<file path="src/rtl/voice_bank_scheduler.sv">
// Round-robin voice slot scheduler feeding the pipelined sine generator.
// Allocates/frees voice slots from note-on/note-off commands; emits one slot per enabled cycle.
module voice_bank_scheduler #(
  parameter int NBANKS = 10,
  parameter int SLOT_W = 4
) (
  input  logic              clk,
  input  logic              rst,
  input  logic              clk_en,
  input  logic              panic,
  input  logic              cmd_valid,
  output logic              cmd_ready,
  input  logic              cmd_on,
  input  logic [6:0]        cmd_midi,
  input  logic [23:0]       cmd_incr,
  output logic [23:0]       o_phase,
  output logic [6:0]        o_midi,
  output logic              o_valid,
  output logic [SLOT_W-1:0] o_slot,
  output logic [NBANKS-1:0] o_active,
  output logic              o_drop
);

  logic [NBANKS-1:0] active;
  logic [6:0]        midi  [NBANKS];
  logic [23:0]       phase [NBANKS];
  logic [23:0]       incr  [NBANKS];
  logic [SLOT_W-1:0] slot;

  logic              hit;
  logic [SLOT_W-1:0] hit_idx;
  logic              free_any;
  logic [SLOT_W-1:0] free_idx;
  logic              cmd_fire;

  function automatic logic [23:0] phase_step(input logic [23:0] acc, input logic [23:0] step);
    return acc + step;
  endfunction

  assign cmd_ready = clk_en & ~panic & rst;
  assign cmd_fire  = cmd_valid & cmd_ready;
  assign o_active  = active;

  // Descending scan so the lowest matching / free index is the one left standing.
  always_comb begin
    hit      = 1'b0;
    hit_idx  = '0;
    free_any = 1'b0;
    free_idx = '0;
    for (int k = NBANKS - 1; k >= 0; k--) begin
      if (active[k] && (midi[k] == cmd_midi)) begin
        hit     = 1'b1;
        hit_idx = SLOT_W'(k);
      end
      if (!active[k]) begin
        free_any = 1'b1;
        free_idx = SLOT_W'(k);
      end
    end
  end

  always_ff @(posedge clk) begin
    if (!rst) begin
      active  <= '0;
      slot    <= '0;
      o_phase <= '0;
      o_midi  <= '0;
      o_valid <= 1'b0;
      o_slot  <= '0;
      o_drop  <= 1'b0;
      for (int k = 0; k < NBANKS; k++) begin
        midi[k]  <= '0;
        phase[k] <= '0;
        incr[k]  <= '0;
      end
    end else if (!clk_en) begin
      o_drop <= 1'b0;
    end else begin
      // Emission stage: outputs always reflect the state before this edge's writes.
      o_phase <= phase[slot];
      o_midi  <= midi[slot];
      o_valid <= active[slot];
      o_slot  <= slot;
      o_drop  <= 1'b0;

      if (active[slot] && !panic)
        phase[slot] <= phase_step(phase[slot], incr[slot]);

      if (panic)
        active <= '0;

      // Command writes come last so they override the accumulator update on a collision.
      if (cmd_fire) begin
        if (cmd_on) begin
          if (hit) begin
            phase[hit_idx] <= '0;
            incr[hit_idx]  <= cmd_incr;
          end else if (free_any) begin
            active[free_idx] <= 1'b1;
            midi[free_idx]   <= cmd_midi;
            phase[free_idx]  <= '0;
            incr[free_idx]   <= cmd_incr;
          end else begin
            o_drop <= 1'b1;
          end
        end else if (hit) begin
          active[hit_idx] <= 1'b0;
        end
      end

      if (slot == SLOT_W'(NBANKS - 1))
        slot <= '0;
      else
        slot <= slot + 1'b1;
    end
  end

endmodule

</file>
<file path="config.mk">
export PLATFORM = sky130hd
export DESIGN_NAME = voice_bank_scheduler
export DESIGN_NICKNAME = d
export VERILOG_FILES = /design/src/rtl/voice_bank_scheduler.sv
export SDC_FILE = /design/constraint.sdc
export NUM_CORES = 1
export LEC_CHECK = 0
export CAP_MARGIN = 20
export CORE_MARGIN = 4
export CORE_UTILIZATION = 43
export CTS_BUF_LIST = sky130_fd_sc_hd__clkbuf_8
export CTS_CLUSTER_DIAMETER = 200
export DETAILED_ROUTE_END_ITERATION = 12
export GPL_TIMING_DRIVEN = 0
export PLACE_DENSITY_LB_ADDON = 0.15
export SKIP_LAST_GASP = 1
export SYNTH_ARGS = -nofsm -noshare
export SYNTH_HDL_FRONTEND = slang
export SYNTH_SLANG_ARGS = --single-unit
</file>
<file path="constraint.sdc">
create_clock -name clk -period 6.9 [get_ports clk]
set_input_delay 1.38 -clock clk [delete_from_list [all_inputs] [get_ports clk]]
set_output_delay 1.38 -clock clk [all_outputs]
set_load 0.01 [all_outputs]
</file>
## Word level (Yosys, flattened, before mapping)

Memories as Yosys holds them, arrays and structs flattened. A register that Yosys moved wholly into a read port is not among the register bits.
Index checks and enable logic that the tools add are counted.

- Equality and inequality tests: 11
- Order comparisons: 5
- Bitwise operators: 11
- Mux-type cells: 96
- Reduce and logical (&&, ||, !) cells: 22
- Add/subtract/negate cells: 2

Operators by type and width:

| kind | count |
|---|---|
| $mux W4 | 31 |
| $mux W24 | 5 |
| $reduce_or A24 Y1 | 5 |
| $mux W10 | 8 |
| $eq A7 B7 Y1 | 10 |
| $mux W1 | 48 |
| $add A24 B24 Y24 | 1 |
| $lt A4 B5 Y1 const B | 3 |
| $logic_and A1 B1 Y1 | 13 |
| $and A10 B10 Y10 | 1 |
| $not A10 Y10 | 1 |
| $or A10 B10 Y10 | 1 |
| $demux W1 S4 | 2 |
| $ge A4 B1 Y1 const B | 2 |
| $mux W7 | 1 |
| $reduce_or A7 Y1 | 1 |
| $not A1 Y1 | 5 |
| $reduce_or A5 Y1 | 1 |
| $add A4 B1 Y4 const B | 1 |
| $bmux W1 S4 | 1 |
| $eq A4 B4 Y1 const B | 1 |
| $and A1 B1 Y1 | 3 |
| $logic_not A1 Y1 | 2 |

- Logic and storage cells: 156
- Output and inout bits: 48
- Memories kept: 3
- Register bits: 44
- Input port bits: 37
- RAM bits: 550

Memory list:

| name | depth | width | read ports | clocked after memory_dff | wr ports | line | text |
|---|---|---|---|---|---|---|---|
| incr | 10 | 24 | 1 | 1 | 10 | 27 | `logic [23:0] incr [NBANKS];` |
| phase | 10 | 24 | 1 | 1 | 10 | 26 | `logic [23:0] phase [NBANKS];` |
| midi | 10 | 7 | 11 | 1 | 10 | 25 | `logic [6:0] midi [NBANKS];` |

## Longest topological paths before layout

- Word-level depth: 21
- Gate-level depth with buffers: 16
- Depth with buffers taken out: 12

## Least setup slack after synthesis

Ideal clock, no wire load.

- Path kind: reg-to-reg
- Start: register with a tool-made name
- End: memory phase[2][18]
- Slack: 1406 ps
- Period minus slack after synthesis: 5494 ps
- Data arrival time: 5377 ps
- Buffers on the path: 4
- Stages on the path, launching flop included: 17
- Required time: 6783 ps
- Library setup time: 117 ps
- Path through: dfxtp_1 -> buf_2 -> buf_2 -> buf_2 -> buf_1 -> mux4_2 -> mux4_2 -> ha_1 -> fa_1 -> a211oi_1 -> o211ai_1 -> a311o_1 -> a31o_2 -> a211oi_1 -> nor2_1 -> a31oi_1 -> nor2_1

RTL lines:

| element | line |
|---|---|
| to (decl) | 26 |

==> impl_metrics.env <==
export IMPL_status="finished clean"
export IMPL_dr_first_iter_drc_count=3222
export IMPL_dominantRegCellSynth="edfxtp_1"
export IMPL_p_int_uw=8753
export IMPL_multiInputGateArea_sq_mm=0.01558
export IMPL_fp_coreArea_sq_mm=0.09208
export IMPL_dp_hpwl_microns=87270
export IMPL_wl_per_cell_microns=24.56
export IMPL_grt_max_degree=25
export IMPL_switching_share=0.2484
export IMPL_route_detailed_drc=0
export IMPL_critPathTopFamily="buffers and inverters"
export IMPL_yosys_cell_types_count=74
export IMPL_drt_wl_total_microns=123500
export IMPL_io_pins=85
export IMPL_insertion_delay_ps=860
export IMPL_clk_pin_slew_ps=60
export IMPL_skew_ps=61.12
export IMPL_ir_drop_mv=0.1793
export IMPL_setup_viol=0
export IMPL_slew_violations=0
export IMPL_cp_data_required_time_ps=7600
export IMPL_cpMostUsedCell="buf_2"
export IMPL_die_area_sq_mm=0.09820
export IMPL_clock_sinks=935
export IMPL_vias=27990
export IMPL_pwr_share_comb=0.076
export IMPL_syn2layout_area_growth_pct=16.37
export IMPL_grt_ovfl_total=0
export IMPL_clock_fmax_ghz=0.1503
export IMPL_hold_slack_ps=422.7
export IMPL_port_buffers=74
export IMPL_initial_core_util=0.4355
export IMPL_slowest_delay_ps=600
export IMPL_slew_limit_headroom=0.2244
export IMPL_seq_power_share=0.514
export IMPL_power_net_switching_uw=2893
export IMPL_synth_seq_area_share=0.5906
export IMPL_root_buffer="clkbuf_8"
export IMPL_yosysWarnings=0
export IMPL_nNetsFinal=3718
export IMPL_layout_common_cells="edfxtp_1, nor2_1, dfxtp_1"
export IMPL_antenna_found_initial=4
export IMPL_seq_area_sq_mm=0.02368
export IMPL_crit_type="reg -> reg"
export IMPL_tightest_slew_ps=1160
export IMPL_fin_crit_ps=6654
export IMPL_p_leak_uw=0.01711
export IMPL_finalHoldViolations=0
export IMPL_cp_data_arrival_time_ps=7350
export IMPL_die_y_microns=313.4
export IMPL_vias_per_cell=5.569
export IMPL_cts_tree="built"
export IMPL_fin_tns_setup_ps=0
export IMPL_netlist_area_sq_mm=0.04010
export IMPL_cpMaxStageDelayCell="mux4_2"
export IMPL_critPathMaxFanout=10
export IMPL_async_flop_share=0
export IMPL_grt_usage=0.2521
export IMPL_clockBufferDepth=3
export IMPL_finalCritPeriodShare=0.9644
export IMPL_firstDrtPassIters=8
export IMPL_hold_buffers=0
export IMPL_drive_gt1_frac=0.1651
export IMPL_cts_max_level=4
export IMPL_gp_congestion=0.9124
export IMPL_rsz0062_at_grt="no"
export IMPL_synth_cells=3205
export IMPL_placedCellCount=4732
export IMPL_pwr_density_cell_mw_per_mm2=249.6
export IMPL_maxCapViolations=0
export IMPL_grt_pass1_vias=27651
export IMPL_ys_seq_elements=935
export IMPL_hold_start="phase[15][21]"
export IMPL_row_count=111
export IMPL_die_w_microns=313.4
export IMPL_numCtsBuffers=161
export IMPL_worstPathCellList="buf_2 > buf_2 > buf_2 > clkdlybuf4s18_2 > mux4_2 > mux4_2 > ha_1 > a211oi_1 > o21ai_0 > a21boi_1 > a311oi_2 > o2111ai_1 > or3b_2 > buf_1 > a22oi_1 > nor2_1"
export IMPL_cp_end_kind="register"
export IMPL_grt_pass1_wl_microns=182400
export IMPL_ant_nets=0
export IMPL_finalPower_uw=11650
export IMPL_hp_class="reg -> reg"
export IMPL_clock_power_share=0.411
export IMPL_finalNonFillerCells=5026
export IMPL_path_buf_inv=5
export IMPL_fin_util=0.5068
export IMPL_avgSynthCellArea_sq_um=12.51
export IMPL_final_common_cell="edfxtp_1"
export IMPL_nFillCells=8285
export IMPL_worstSetupStartpointType="register"
export IMPL_synth_edff_count=496
-- state kept, by name, indices dropped and copies added, names as in the netlist, 4 cells and up, named ones only --
name,count
midi,112
incr,384
o_active,10
o_midi,7
o_phase,24
phase,384
o_slot,4
slot,4
-- kinds of logic after synthesis --
logic type,synth area share
and+or+nand+nor,0.1202
DFF,0.5906
buffers and inverters,0.04050
AOI/OAI and AO/OA,0.05810
muxes,0.1634
xor gates and xnor gates,0.01944
adders and majority gates,0.007676
other,0.00009352
-- metal layers --
metal,global-route usage,part of all wire,vias to the layer above
li1,-,-,12383
met1,0.3456,0.41,14081
met2,0.3926,0.46,1253
met3,0.05215,0.085,271
met4,0.1077,0.044,2
met5,0,0.000089,-
-- worst paths after layout --
path / endpoint / slack, ps / depth (start not counted)
setup / recovery: phase[9][19] / 250 / 16
setup reg to reg: phase[9][19] / 250 / 16
hold / removal: phase[15][21] / 420 / 1
hold reg to reg: phase[15][21] / 420 / 1
-- power by group through the flow --
stage / Clock, uW / Sequential (uW) / Combinational, uW
finish: 4780 / 5990 / 879
global route: 5140 / 5990 / 930
CTS: 4870 / 5990 / 867
detailed placement: 0 / 6100 / 861
global placement: 0 / 6100 / 828
floorplan: 0 / 6090 / 524
-- synthesized netlist by cell type, types with 24 or more instances --
| master | number | area [sq um] |
|---|---|---|
| xor2_1 | 41 | 359.1 |
| and2_1 | 108 | 675.7 |
| inv_1 | 38 | 142.6 |
| dfxtp_1 | 439 | 8788 |
| nand2_1 | 196 | 735.7 |
| o21ai_0 | 38 | 190.2 |
| buf_2 | 44 | 220.2 |
| a21oi_1 | 177 | 885.9 |
| nor3_1 | 24 | 120.1 |
| nor2_1 | 461 | 1730 |
| mux2i_1 | 36 | 360.4 |
| xnor2_1 | 48 | 420.4 |
| nand3_1 | 161 | 805.8 |
| a31oi_1 | 96 | 600.6 |
| clkbuf_1 | 280 | 1051 |
| mux4_2 | 275 | 6193 |
| edfxtp_1 | 496 | 14890 |
| buf_1 | 35 | 131.4 |
-- cell type report --
class                           instances  share of cell area
Inverter                               39            0.003137
Tap cell                             1243             0.03333
Antenna cell                            3           0.0001609
Timing Repair Buffer                  104             0.02429
Buffer                                367             0.03311
Multi-Input combinational cell       2049              0.3338
Clock buffer                          188             0.05545
Sequential cell                       935              0.5075
Clock inverter                         98            0.009223
-- what timing repair did --
action | in CTS | in global routing
pin swaps | 0 | 1
setup endpoints to repair | 97 | 67
setup buffers | 0 | 1
resized for setup | 22 | 26
-- through the flow --
stage | cell area, sq um | worst slack, ps
floorplan | 40790 | 1406
detailed placement | 43470 | -531.1
global route | 46660 | 27.22
global placement | 43090 | -1197
CTS | 46560 | 10.60
finish | 46670 | 246.0
Note: power is estimated with default switching activity, not from simulation.
